File: src/rtl/f3m_cube_root.sv
// Cube root in GF(3^97), p(x) = x^97 + x^12 + 2, computed as A^(3^96) via 48 ninth powers.
// Latency 48 cycles after start; start is ignored while busy (no queueing, no backpressure).
`ifndef M
`define M 97
`endif
`ifndef WIDTH
`define WIDTH 193
`endif

module f3m_cube_root #(
  parameter int NINES = (`M - 1) / 2
) (
  input  logic              clk,
  input  logic              reset,
  input  logic              start,
  input  logic [`WIDTH:0]   A,
  output logic [`WIDTH:0]   C,
  output logic              busy,
  output logic              done
);

  typedef enum logic {IDLE, RUN} state_t;

  state_t          state;
  logic [`WIDTH:0] w;
  logic [5:0]      cnt;
  logic [`WIDTH:0] w3;
  logic [`WIDTH:0] w9;

  function automatic logic [1:0] tadd(input logic [1:0] a, input logic [1:0] b);
    logic [2:0] s;
    s = {1'b0, a} + {1'b0, b};
    return (s >= 3'd3) ? 2'(s - 3'd3) : s[1:0];
  endfunction

  // Negation in GF(3) swaps the codes for 1 and 2.
  function automatic logic [1:0] tneg(input logic [1:0] a);
    return {a[0], a[1]};
  endfunction

  // Frobenius spreads trit i to degree 3i; the top degrees fold back using x^97 = 2x^12 + 1.
  function automatic logic [`WIDTH:0] cube(input logic [`WIDTH:0] a);
    logic [577:0] t;
    t = '0;
    for (int i = 0; i < `M; i++)
      t[6*i +: 2] = a[2*i +: 2];
    for (int k = 288; k >= `M; k--) begin
      t[2*(k-85) +: 2] = tadd(t[2*(k-85) +: 2], tneg(t[2*k +: 2]));
      t[2*(k-97) +: 2] = tadd(t[2*(k-97) +: 2], t[2*k +: 2]);
    end
    return t[`WIDTH:0];
  endfunction

  always_comb begin
    w3 = cube(w);
    w9 = cube(w3);
  end

  always_ff @(posedge clk or negedge reset) begin
    if (!reset) begin
      state <= IDLE;
      w     <= '0;
      cnt   <= '0;
      C     <= '0;
      busy  <= 1'b0;
      done  <= 1'b0;
    end else begin
      case (state)
        IDLE: begin
          done <= 1'b0;
          if (start) begin
            w     <= A;
            cnt   <= 6'(NINES);
            busy  <= 1'b1;
            state <= RUN;
          end
        end
        RUN: begin
          w   <= w9;
          cnt <= cnt - 6'd1;
          if (cnt == 6'd1) begin
            C     <= w9;
            done  <= 1'b1;
            busy  <= 1'b0;
            state <= IDLE;
          end
        end
        default: state <= IDLE;
      endcase
    end
  end

endmodule

File: config.mk
export PLATFORM = sky130hd
export DESIGN_NAME = f3m_cube_root
export DESIGN_NICKNAME = d
export VERILOG_FILES = /design/src/rtl/f3m_cube_root.sv
export SDC_FILE = /design/constraint.sdc
export NUM_CORES = 1
export LEC_CHECK = 0
export CORE_MARGIN = 2
export CORE_UTILIZATION = 45
export CTS_CLUSTER_DIAMETER = 150
export DETAILED_ROUTE_END_ITERATION = 16
export PLACE_DENSITY = 0.75
export SYNTH_ARGS = -nofsm -noshare
export SYNTH_HDL_FRONTEND = slang
export SYNTH_SLANG_ARGS = --single-unit
File: constraint.sdc
create_clock -name clk -period 14.6 [get_ports clk]
set_input_delay 2.19 -clock clk [delete_from_list [all_inputs] [get_ports clk]]
set_output_delay 2.19 -clock clk [all_outputs]
set_load 0.05 [all_outputs]
# ---- Word-level counts from Yosys, hierarchy flattened
# Cells that the tools add are included.
dict set report word_totals {
  regBits 397
  in_bits 197
  output_inout_bits 196
  elab_cells 2209
}
dict set report classes {
  addsub 873
  magnitude_cmp 656
  n_eq_ne 3
  muxes 668
  n_bitwise 1
  reduce_logical 2
}
# operator n
set ops {}
lappend ops {{2-to-1 mux 2 bit} 656}
lappend ops {{subtractor 2 bit (second input constant)} 656}
lappend ops {{>= comparator 2 bit (second input constant)} 440}
lappend ops {{adder 2 x 2 -> 3 bit} 216}
lappend ops {{>= comparator 3 x 2 -> 1 bit (second input constant)} 216}
lappend ops {{one-hot mux 194 bit (2 select lines)} 1}
lappend ops {{2-to-1 mux 194 bit} 1}
lappend ops {{one-hot mux 6 bit (2 select lines)} 1}
lappend ops {{equality test 6 x 1 -> 1 bit (second input constant)} 1}
lappend ops {{2-to-1 mux 6 bit} 1}
lappend ops {{one-hot mux 1 bit (2 select lines)} 3}
lappend ops {{subtractor 6 x 1 -> 6 bit (second input constant)} 1}
lappend ops {{2-to-1 mux 1 bit} 5}
lappend ops {{AND reduction 2 bit} 2}
lappend ops {{inequality test 2 x 1 -> 1 bit (second input constant)} 1}
lappend ops {{inequality test 2 bit (second input constant)} 1}
lappend ops {{inverter 1 bit} 1}

# ---- Logic depth before layout (Yosys ltp)
# Gate-level depths: netlist of run 1.
dict set report logic_depth {
  word_depth 22
  depth_mapped 37
  ltp_nobuf 37
}

# ---- Worst setup path after synthesis of run 1
# No wires, ideal clock.
dict set report synth_timing {
  kind {register to register}
  start {register w[193]}
  end {register w[30]}
  arrival_ns 7.623
  required_ns 14.517
  path_slack_ns 6.894
  stages_incl_launch_ff 37
  period_less_slack_ns 7.706
  cell_sequence {dfrtp_1 -> nor2b_1 -> ha_1 -> fa_1 -> ha_1 -> nor3_1 -> nand2_1 -> o21ai_0 -> ha_1 -> fa_1 -> ha_1 -> nor2_1 -> mux2_2 -> a21boi_0 -> inv_1 -> fa_1 -> inv_1 -> ha_1 -> nor2b_1 -> nor2b_1 -> o21ai_0 -> inv_1 -> ha_1 -> inv_1 -> fa_1 -> inv_1 -> ha_1 -> nor2b_1 -> a21oi_1 -> a21oi_1 -> ha_1 -> fa_1 -> ha_1 -> or3_1 -> a21oi_1 -> nand2_1 -> o21ai_0}
}
dict set report synth_via {
  elab_chain_len 22
  word_cells_on_any_way 43
}
# element line_no
set synth_rtl {}
lappend synth_rtl {{from (decl)} 25} ;# logic [`WIDTH:0] w;
lappend synth_rtl {{from (signal assigned)} 79} ;# w <= w9;
lappend synth_rtl {{subtractor 2 bit / >= comparator 2 bit (equally long branches)} 33} ;# return (s >= 3'd3) ? 2'(s - 3'd3) : s[1:0];
lappend synth_rtl {{2-to-1 mux 2 bit (*)} 33}
lappend synth_rtl {{adder 2 x 2 -> 3 bit (*)} 32} ;# s = {1'b0, a} + {1'b0, b};
lappend synth_rtl {{>= comparator 3 x 2 -> 1 bit / subtractor 2 bit (equally long branches)} 33}
lappend synth_rtl {{2-to-1 mux 2 bit (*)} 33}
lappend synth_rtl {{subtractor 2 bit / >= comparator 2 bit (equally long branches)} 33}
lappend synth_rtl {{2-to-1 mux 2 bit (*)} 33}
lappend synth_rtl {{adder 2 x 2 -> 3 bit (*)} 32}
lappend synth_rtl {{[... 6 more ...]} n/a}
lappend synth_rtl {{2-to-1 mux 2 bit} 33}
lappend synth_rtl {{adder 2 x 2 -> 3 bit} 32}
lappend synth_rtl {{>= comparator 3 x 2 -> 1 bit / subtractor 2 bit (equally long branches)} 33}
lappend synth_rtl {{2-to-1 mux 2 bit} 33}
lappend synth_rtl {{adder 2 x 2 -> 3 bit (*)} 32}
lappend synth_rtl {{>= comparator 3 x 2 -> 1 bit / subtractor 2 bit (equally long branches)} 33}
lappend synth_rtl {{2-to-1 mux 2 bit (*)} 33}
lappend synth_rtl {{one-hot mux 194 bit (2 select lines) (*)} 68} ;# case (state)
# Every way passes the cells marked *; elsewhere a longest branch is shown, timed or not.
# A chain may end at the register's enable or synchronous reset.

# ---- Worst setup path in the final report of run 1
# Same ends and word-level chain as after synthesis.

==> metrics, run 1 <==
Distinct cells, synth=58; Die Wd=between 200 and 300 um; first-pass GRT wire length=between 150000 and 200000 um; Nets=5583; WHS=roughly 0.48 ns; fill cell count=~7400; Setup Skew=0.03386 ns; cell count after synthesis=between 4000 and 5000; Post-synth EDFFs=0; setup_tns=0 ns; Port Buffers=~400; DR vias=between 30000 and 40000; Core ar.=between 0.08 and 0.09 mm^2; Worst path max stage delay=between 0.5 and 0.6 ns; Root Buffer=clkbuf_16; initial antenna violation count=5; CP dominant cell by count=ha_1; Sink Count=roughly 400; placer congestion estimate=~0.94; Area Growth Syn to Fin=17.70%; fin. max-slew vios=0; run status=finished, final reports clean; buffer levels on the longest clock path=3; Seq/Total Area, Yosys=between 20% and 30%; CP Capture Type=flop; largest net degree at the start of global routing=approximately 130; slew of the pin with the lowest slew margin=1.265 ns; worst reg-to-reg path cell count=36; Post CTS Setup Buffer Count=0; grt ovf=0; async set-reset flop share out of synthesis=100.0%; Yosys top cell area share=a little over a quarter; Final Hold Fails=0; WS Path Type=flop to flop; fin crit share=59.66%; FF/Latch Area=0.009938 mm^2; non-filler cells, final=between 5000 and 6000; Initial DRT Pass Iterations=6; number of H-tree levels=2; Final ANT Viol Nets=0; DIE AREA=0.08560 mm^2; hold path depth=2; residual DRC count=0; Synth Net Count=5249; clk slew on worst S/H paths=about 0.060 ns; Max-Cap Viols=0; Util after Layout=a little over half; vias in the first global route=30560; startpoint type of the worst setup path=flop; ranking of synthesized cells by area=dfrtp_1 (27%), ha_1 (14%), fa_1 (11%), nor2b_1 (8.9%), inv_1 (5.2%); Multi-input gate area=0.02505 mm^2; Worst-Skew Late Latency=about 0.61 ns; Synth warnings=0; Rows=105; Hold Path Class=flop to flop; final wirelength=115900 um; critical path's slowest cell=fa_1; Tot GR Track Use=26.90%; Final Setup Violations=0; hold_buf cts=0; Critical Path Fanout Max=4; critical path arrival=~9.2 ns; Cells after DPL=~5800; Synth area leader=dfrtp_1; CTS buffer count=49; wire per inst=~20 um; Boundary Pins=393; Initial Utilization=45.56%; Tmin final=8.710 ns; syn_area_per_cell=roughly 8.5 um^2; worst path required time=~15 ns; PostCTS Resize Cnt=0; Rel. slew slack=approximately 15%; RSZ-0062 raised after global routing=false; Most used DFF post-synth=dfrtp_1; n_diodes=0; DP HPWL=between 90000 and 100000 um; Post-Syn Area=0.03747 mm^2; maximum clock rate=between 100 and 150 MHz; Via-to-Cell Ratio=~5.5; DIE HEIGHT=292.6 um; flip-flop and latch count after synthesis=between 300 and 400; share of cells above drive strength 1=around 3.0%; drt initial violations=~2300; TritonCTS clock tree=done
cell usage in the layout, fill, tap and decap left out, types with 34 or more instances in the layout:
cell / instances
a211oi_1: 172
a21oi_1: 296
and2_1: 65
clkbuf_16: 51
clkdlybuf4s50_1: 390
dfrtp_1: 396
fa_1: 215
ha_1: 434
inv_1: 523
mux2i_1: 39
nand2_1: 412
nand2b_1: 111
nand3_1: 103
nand3b_1: 47
nor2_1: 133
nor2b_1: 535
nor3_1: 91
o21a_1: 39
o21ai_0: 262
o21ai_1: 129
o31ai_1: 34
sequential cells by signal (all words and copies together), names as in the netlist:
name   flops
C        194
busy       1
cnt        6
done       1
state      1
w        194
per-stage QoR:
step / instance area [um^2] / setup WS, ns
after global placement: 42370 / 6.300
after CTS: 44100 / 5.941
after floorplan: 37470 / 6.894
after global routing: 44100 / 5.053
after detailed placement: 42370 / 6.049
final: 44100 / 5.890
Yosys cell counts (all sizes together), types with 92 or more instances:
cell type  number
nor3           92
a211oi        172
nand2b        111
a21oi         297
nor2          133
ha            434
nor2b         535
dfrtp         397
o21ai         391
inv           523
nand2         412
fa            215
nand3         103
critical path, delay by kind of cell (launching register included):
| family | cells | cell delay, ns |
|---|---|---|
| AO/OA/AOI/OAI | 7 | 1.46 |
| AND/OR/NAND/NOR | 9 | 2.02 |
| adder cells (fa/ha/maj) | 14 | 4.20 |
| buffers and inverters | 5 | 0.38 |
| multiplexers | 1 | 0.19 |
| flip-flops | 1 | 0.39 |
layout make-up:
cell class / instances / share of cell area (%)
inverters: 524 / 4.460
clock inverters: 26 / 0.7376
well taps: 1070 / 3.035
multi-input cells: 3354 / 56.80
flip-flops and latches: 397 / 22.53
clock buffers: 65 / 3.194
repair buffers: 411 / 9.243
metal layers:
| layer | track usage (%) | vias up | part of all wire (%) |
|---|---|---|---|
| met5 | 0 | - | 0.011 |
| met4 | 11.18 | 2 | 4.7 |
| met3 | 3.786 | 191 | 6.8 |
| met2 | 42.43 | 929 | 44 |
| met1 | 37.11 | 15450 | 44 |
| li1 | - | 15600 | - |
path summary, 6_finish.rpt:
kind                         from      to  slack [ns]
min in group asynchronous   reset   C[72]        1.55
setup / recovery           w[193]   w[30]        5.89
hold / removal              C[45]   C[45]        0.48
hold reg to reg             C[45]   C[45]        0.48
max in group asynchronous   reset  C[113]       10.73
setup reg to reg           w[193]   w[30]        5.89
kinds of logic (layout without fill, tap and decap cells):
group / Yosys count / in the layout / share of synthesized area [%]
compound gates: 1060 / 1060 / 16.71
xor+xnor: 4 / 4 / 0.09351
fa+ha+maj: 649 / 649 / 25.98
flops: 397 / 397 / 26.51
mux: 51 / 51 / 1.412
buf+inv: 652 / 1026 / 6.651
simple gates: 1590 / 1590 / 22.65
Power of run 1 is left out: the tool's default activity adds up to more than one toggle a clock period on the data nets, which glitch-free logic cannot reach.
==> run 2, diff against run 1 <==
- clock period: 14.6 -> 8.7 ns (I/O delays scaled with it)
==> run 2 against run 1 <==
Net effect:
- core utilization fell by 0.19 points
- wire length fell by 0.29%
- non-clock buffer count fell by 2
- sequential share of layout area rose by 0.081 points
- die area did not move
- largest cell class unchanged
- critical path type unchanged
- worst hold slack got worse by 0.0065 ns
- clock-buffer cell count fell by 4
==> metrics, run 2 (synthesis results as in run 1) <==
run status=finished, final reports clean; TritonCTS clock tree=done; DIE HEIGHT=292.6 um (unchanged); fin crit share=92.97% (+33 points); drt initial violations=2197 (-2.7%); grt ovf=0 (unchanged); Post CTS Setup Buffer Count=0 (unchanged); Final Hold Fails=0 (unchanged); commonest non-fill, non-tap cells in the layout=nor2b_1 (533), inv_1 (523), ha_1 (434); Cells after DPL=5754 (-0.035%); Setup Skew=0.02182 ns (-0.01204 ns); RSZ-0062 raised after global routing=false; critical path's slowest cell=fa_1; non-filler cells, final=5836 (-0.19%); vias in the first global route=30750 (+0.62%); wire per inst=19.81 um (about the same); Worst path max stage delay=0.54 ns (-0.03 ns); CTS buffer count=48 (-2.0%); Final Setup Violations=0 (unchanged); fin. max-slew vios=0 (unchanged); hold worst-path end=C[38]; Rows=105 (unchanged); residual DRC count=0 (unchanged); PostCTS Resize Cnt=0 (unchanged); largest net degree at the start of global routing=226 (+78%); CP Capture Type=flop; top flop regs=C: 194 flops, w: 194 flops, cnt: 6 flops; Area Growth Syn to Fin=17.28%; FF-to-FF setup slack=0.61 ns (-5.28 ns); Sink Count=397 (unchanged); Cell Area, Placed=0.04241 mm^2 (about the same); Design Area, Final=0.04395 mm^2 (-0.36%); Initial Utilization=45.56% (unchanged); hold path depth=2 (unchanged); DP HPWL=94720 um (-0.42%); crit path buf inv count=6 (+1); worst path required time=9.22 ns (-5.90 ns); final wirelength=115600 um (-0.29%); worst reg-to-reg path cell count=36 (unchanged); Worst R2R Start=w[184]; Rel. slew slack=8.530% (-6.9 points); maximum clock rate=123.6 MHz (+7.7%); Initial DRT Pass Iterations=6 (unchanged); Port Buffers=392 (unchanged); n_diodes=0 (unchanged); Reg-to-Reg End=C[30]; Hold Path Class=flop to flop; Via-to-Cell Ratio=5.492 (-0.18%); Core ar.=0.08224 mm^2 (unchanged); buffer levels on the longest clock path=3 (unchanged); DIE AREA=0.08560 mm^2 (unchanged); Final ANT Viol Nets=0 (unchanged); startpoint type of the worst setup path=flop; first-pass GRT wire length=175600 um (-0.12%); setup_tns=0 ns (unchanged); share of cells above drive strength 1=2.896% (-0.14 points); Tmin final=8.088 ns (-0.6215 ns); Die Wd=292.6 um (unchanged); CP dominant cell by count=ha_1; WS Path Type=flop to flop; hold_buf cts=0 (unchanged); Max-Cap Viols=0 (unchanged); Boundary Pins=393 (unchanged); commonest non-fill, non-tap cell in the layout=nor2b_1; Tot GR Track Use=26.83% (-0.069 points); Crit path max-delay family=adder cells; number of H-tree levels=2 (unchanged); slew of the pin with the lowest slew margin=1.358 ns (+0.09310 ns); critical path arrival=8.61 ns (-0.62 ns); Hold Startpoint=C[38]; Critical Path Fanout Max=4 (unchanged); Worst-Skew Late Latency=0.60 ns (about the same); initial antenna violation count=6 (+1); DR vias=32050 (-0.37%); WHS=0.4728 ns (-0.006500 ns); placer congestion estimate=0.9146 (-2.2%); Root Buffer=clkbuf_16; clk slew on worst S/H paths=0.06 ns (about the same); Nets=5580 (-0.054%)
==> run 2: worst max path at each step <==
stage,cells after the start,to,start,slack [ns]
3_3_place_gp,34,w[30],w[192],0.84
2_1_floorplan,36,w[30],w[193],0.99
3_5_place_dp,36,C[30],w[192],0.52
5_1_grt,37,C[30],w[192],0.03
6_report,36,C[30],w[184],0.61
4_1_cts,36,w[30],w[192],0.48
==> run 2: per-layer routing <==
layer	vias up	routed length, um	GRT usage, %	part of all wire (%)
met5	-	0	0	0
met4	0	4817	10.18	4.2
met3	170	8884	4.932	7.7
met2	919	52400	43.40	45
met1	15360	49500	35.74	43
li1	15610	-	-	-
==> run 2: per-stage QoR <==
stage,util (%),setup slack (ns)
after CTS,53.42,0.4825
after global placement,51.56,0.8425
after floorplan,-,0.9940
final,53.44,0.6116
after global routing,53.44,0.02580
after detailed placement,51.56,0.5219
==> run 2: area by class of cell <==
cell class / instances / area (um^2)
Fill cell: 7506 / 38300
Multi-Input combinational cell: 3354 / 25060
Sequential cell: 397 / 9938
Timing Repair Buffer: 409 / 4111
Inverter: 524 / 1967
Tap cell: 1070 / 1339
Clock buffer: 61 / 1331
Clock inverter: 21 / 195.2
==> run 2: worst reg2reg max path, delay by kind of cell (launching register included) <==
kind | cells | cell delay (ns)
adder cells (fa/ha/maj) | 14 | 4.14
AND/OR/NAND/NOR | 9 | 1.85
AO/OA/AOI/OAI | 6 | 0.93
buffers and inverters | 6 | 0.47
flip-flops | 1 | 0.42
multiplexers | 1 | 0.19
Power of run 2 is left out for the same reason.
==> run 3, diff against run 2 <==
- CAP_MARGIN: default -> 10
- CORE_UTILIZATION: 45 -> 40
- PLACE_DENSITY: 0.75 -> 0.69
- SKIP_CTS_REPAIR_TIMING: default -> 1
==> run 3 against run 2 <==
Net effect:
- design area rose by 1.0%
- first-iteration DRC count increased by 5.4%
- global-route usage shrank 1.9 points
==> metrics, run 3 (synthesis results as in run 1) <==
Final Hold Fails=0 (unchanged); maximum clock rate=123.6 MHz (about the same); critical path's slowest cell=fa_1; Via-to-Cell Ratio=5.317 (-3.2%); startpoint type of the worst setup path=flop; Cells after DPL=5939 (+3.2%); non-filler cells, final=6029 (+3.3%); worst path required time=9.24 ns (+0.02 ns); Worst-Skew Late Latency=0.63 ns (+0.03 ns); DR vias=32060 (+0.016%); clk slew on worst S/H paths=0.07 ns (about the same); Final Setup Violations=0 (unchanged); CTS buffer count=50 (+4.2%); DIE AREA=0.09614 mm^2 (+12%); fin crit share=92.98% (about the same); Tmin final=8.089 ns (+0.0008070 ns); buffer levels on the longest clock path=3 (unchanged); Initial DRT Pass Iterations=5 (-1); run status=finished, final reports clean; setup_tns=0 ns (unchanged); Hold Path Class=flop to flop; Rows=112 (+6.7%); Tot GR Track Use=24.89% (-1.9 points); top flop regs=C: 194 flops, w: 194 flops, cnt: 6 flops; WS Path Type=flop to flop; fin. max-slew vios=0 (unchanged); number of H-tree levels=2 (unchanged); placer congestion estimate=0.9035 (-1.2%); Final ANT Viol Nets=0 (unchanged); commonest non-fill, non-tap cell in the layout=nor2b_1; vias in the first global route=30490 (-0.86%); CP Capture Type=flop; final wirelength=120300 um (+4.1%); largest net degree at the start of global routing=184 (-19%); commonest non-fill, non-tap cells in the layout=nor2b_1 (532), inv_1 (523), ha_1 (434); slew of the pin with the lowest slew margin=1.241 ns (-0.1170 ns); residual DRC count=0 (unchanged); setup ws final=0.6108 ns (-0.0008070 ns); first-pass GRT wire length=180000 um (+2.5%); Sink Count=397 (unchanged); critical path arrival=8.63 ns (+0.02 ns); drt initial violations=2316 (+5.4%); Worst path max stage delay=0.53 ns (about the same); DIE HEIGHT=310.1 um (+6.0%); RSZ-0062 raised after global routing=false; fill cell count=8885 (+18%); grt ovf=0 (unchanged); Initial Utilization=40.27% (-5.3 points); Die Wd=310.1 um (+6.0%); Setup Skew=0.02674 ns (+0.004923 ns); share of cells above drive strength 1=3.141% (+0.25 points); wire per inst=19.96 um (+0.75%); TritonCTS clock tree=done; Area Growth Syn to Fin=18.46%; Rel. slew slack=16.42% (+7.9 points); Port Buffers=392 (unchanged); Nets=5583 (+0.054%); Critical Path Fanout Max=4 (unchanged); initial antenna violation count=6 (unchanged); CP dominant cell by count=ha_1; Boundary Pins=393 (unchanged); Max-Cap Viols=0 (unchanged); pre-CTS setup slack=0.4147 ns (-0.1072 ns); n_diodes=0 (unchanged); DP HPWL=98480 um (+4.0%); Core ar.=0.09305 mm^2 (+13%); Root Buffer=clkbuf_16
-- run 3: worst max-delay path, delay by kind of cell (launching register included) --
family	cells	cell delay [ns]
buffers and inverters	4	0.21
muxes	1	0.38
DFF	1	0.38
and+or+nand+nor	8	1.85
AOI/OAI and AO/OA	4	0.70
adders and majority gates	15	4.52
-- run 3: worst paths after layout --
kind,endpoint,slack [ns],cells after the start,start
max,w[12],0.61,32,w[190]
min,C[68],0.48,2,C[68]
max reg2reg,w[12],0.61,32,w[190]
min reg2reg,C[68],0.48,2,C[68]
max in group asynchronous,w[102],6.47,2,reset
min in group asynchronous,C[72],0.67,1,reset
-- run 3: cell type report --
type | instances | area, um^2 | share of cell area, %
clock inverter | 26 | 301.5 | 0.6793
multi-input combinational | 3354 | 25080 | 56.50
tap | 1254 | 1569 | 3.534
timing repair buffer | 410 | 4119 | 9.279
inverter | 524 | 1967 | 4.431
clock buffer | 64 | 1418 | 3.193
sequential | 397 | 9938 | 22.39
-- run 3: layer usage --
| metal | part of all wire (%) | wire length [um] | up-vias | global-route usage (%) |
|---|---|---|---|---|
| met2 | 46 | 55610 | 846 | 40.99 |
| li1 | - | - | 15620 | - |
| met5 | 0.013 | 16 | - | 0 |
| met3 | 5.8 | 6956 | 148 | 2.922 |
| met1 | 45 | 53910 | 15440 | 34.35 |
| met4 | 3.2 | 3828 | 2 | 7.392 |
-- run 3: per-stage QoR --
step	hold WS, ns	instance area, um^2	utilization (%)
floorplan	0.4754	37470	-
global placement	0.4593	42640	45.83
detailed placement	0.4689	42640	45.83
CTS	0.4819	44360	47.68
global route	0.5035	44390	47.71
finish	0.4817	44390	47.71
Power of run 3 is left out for the same reason.
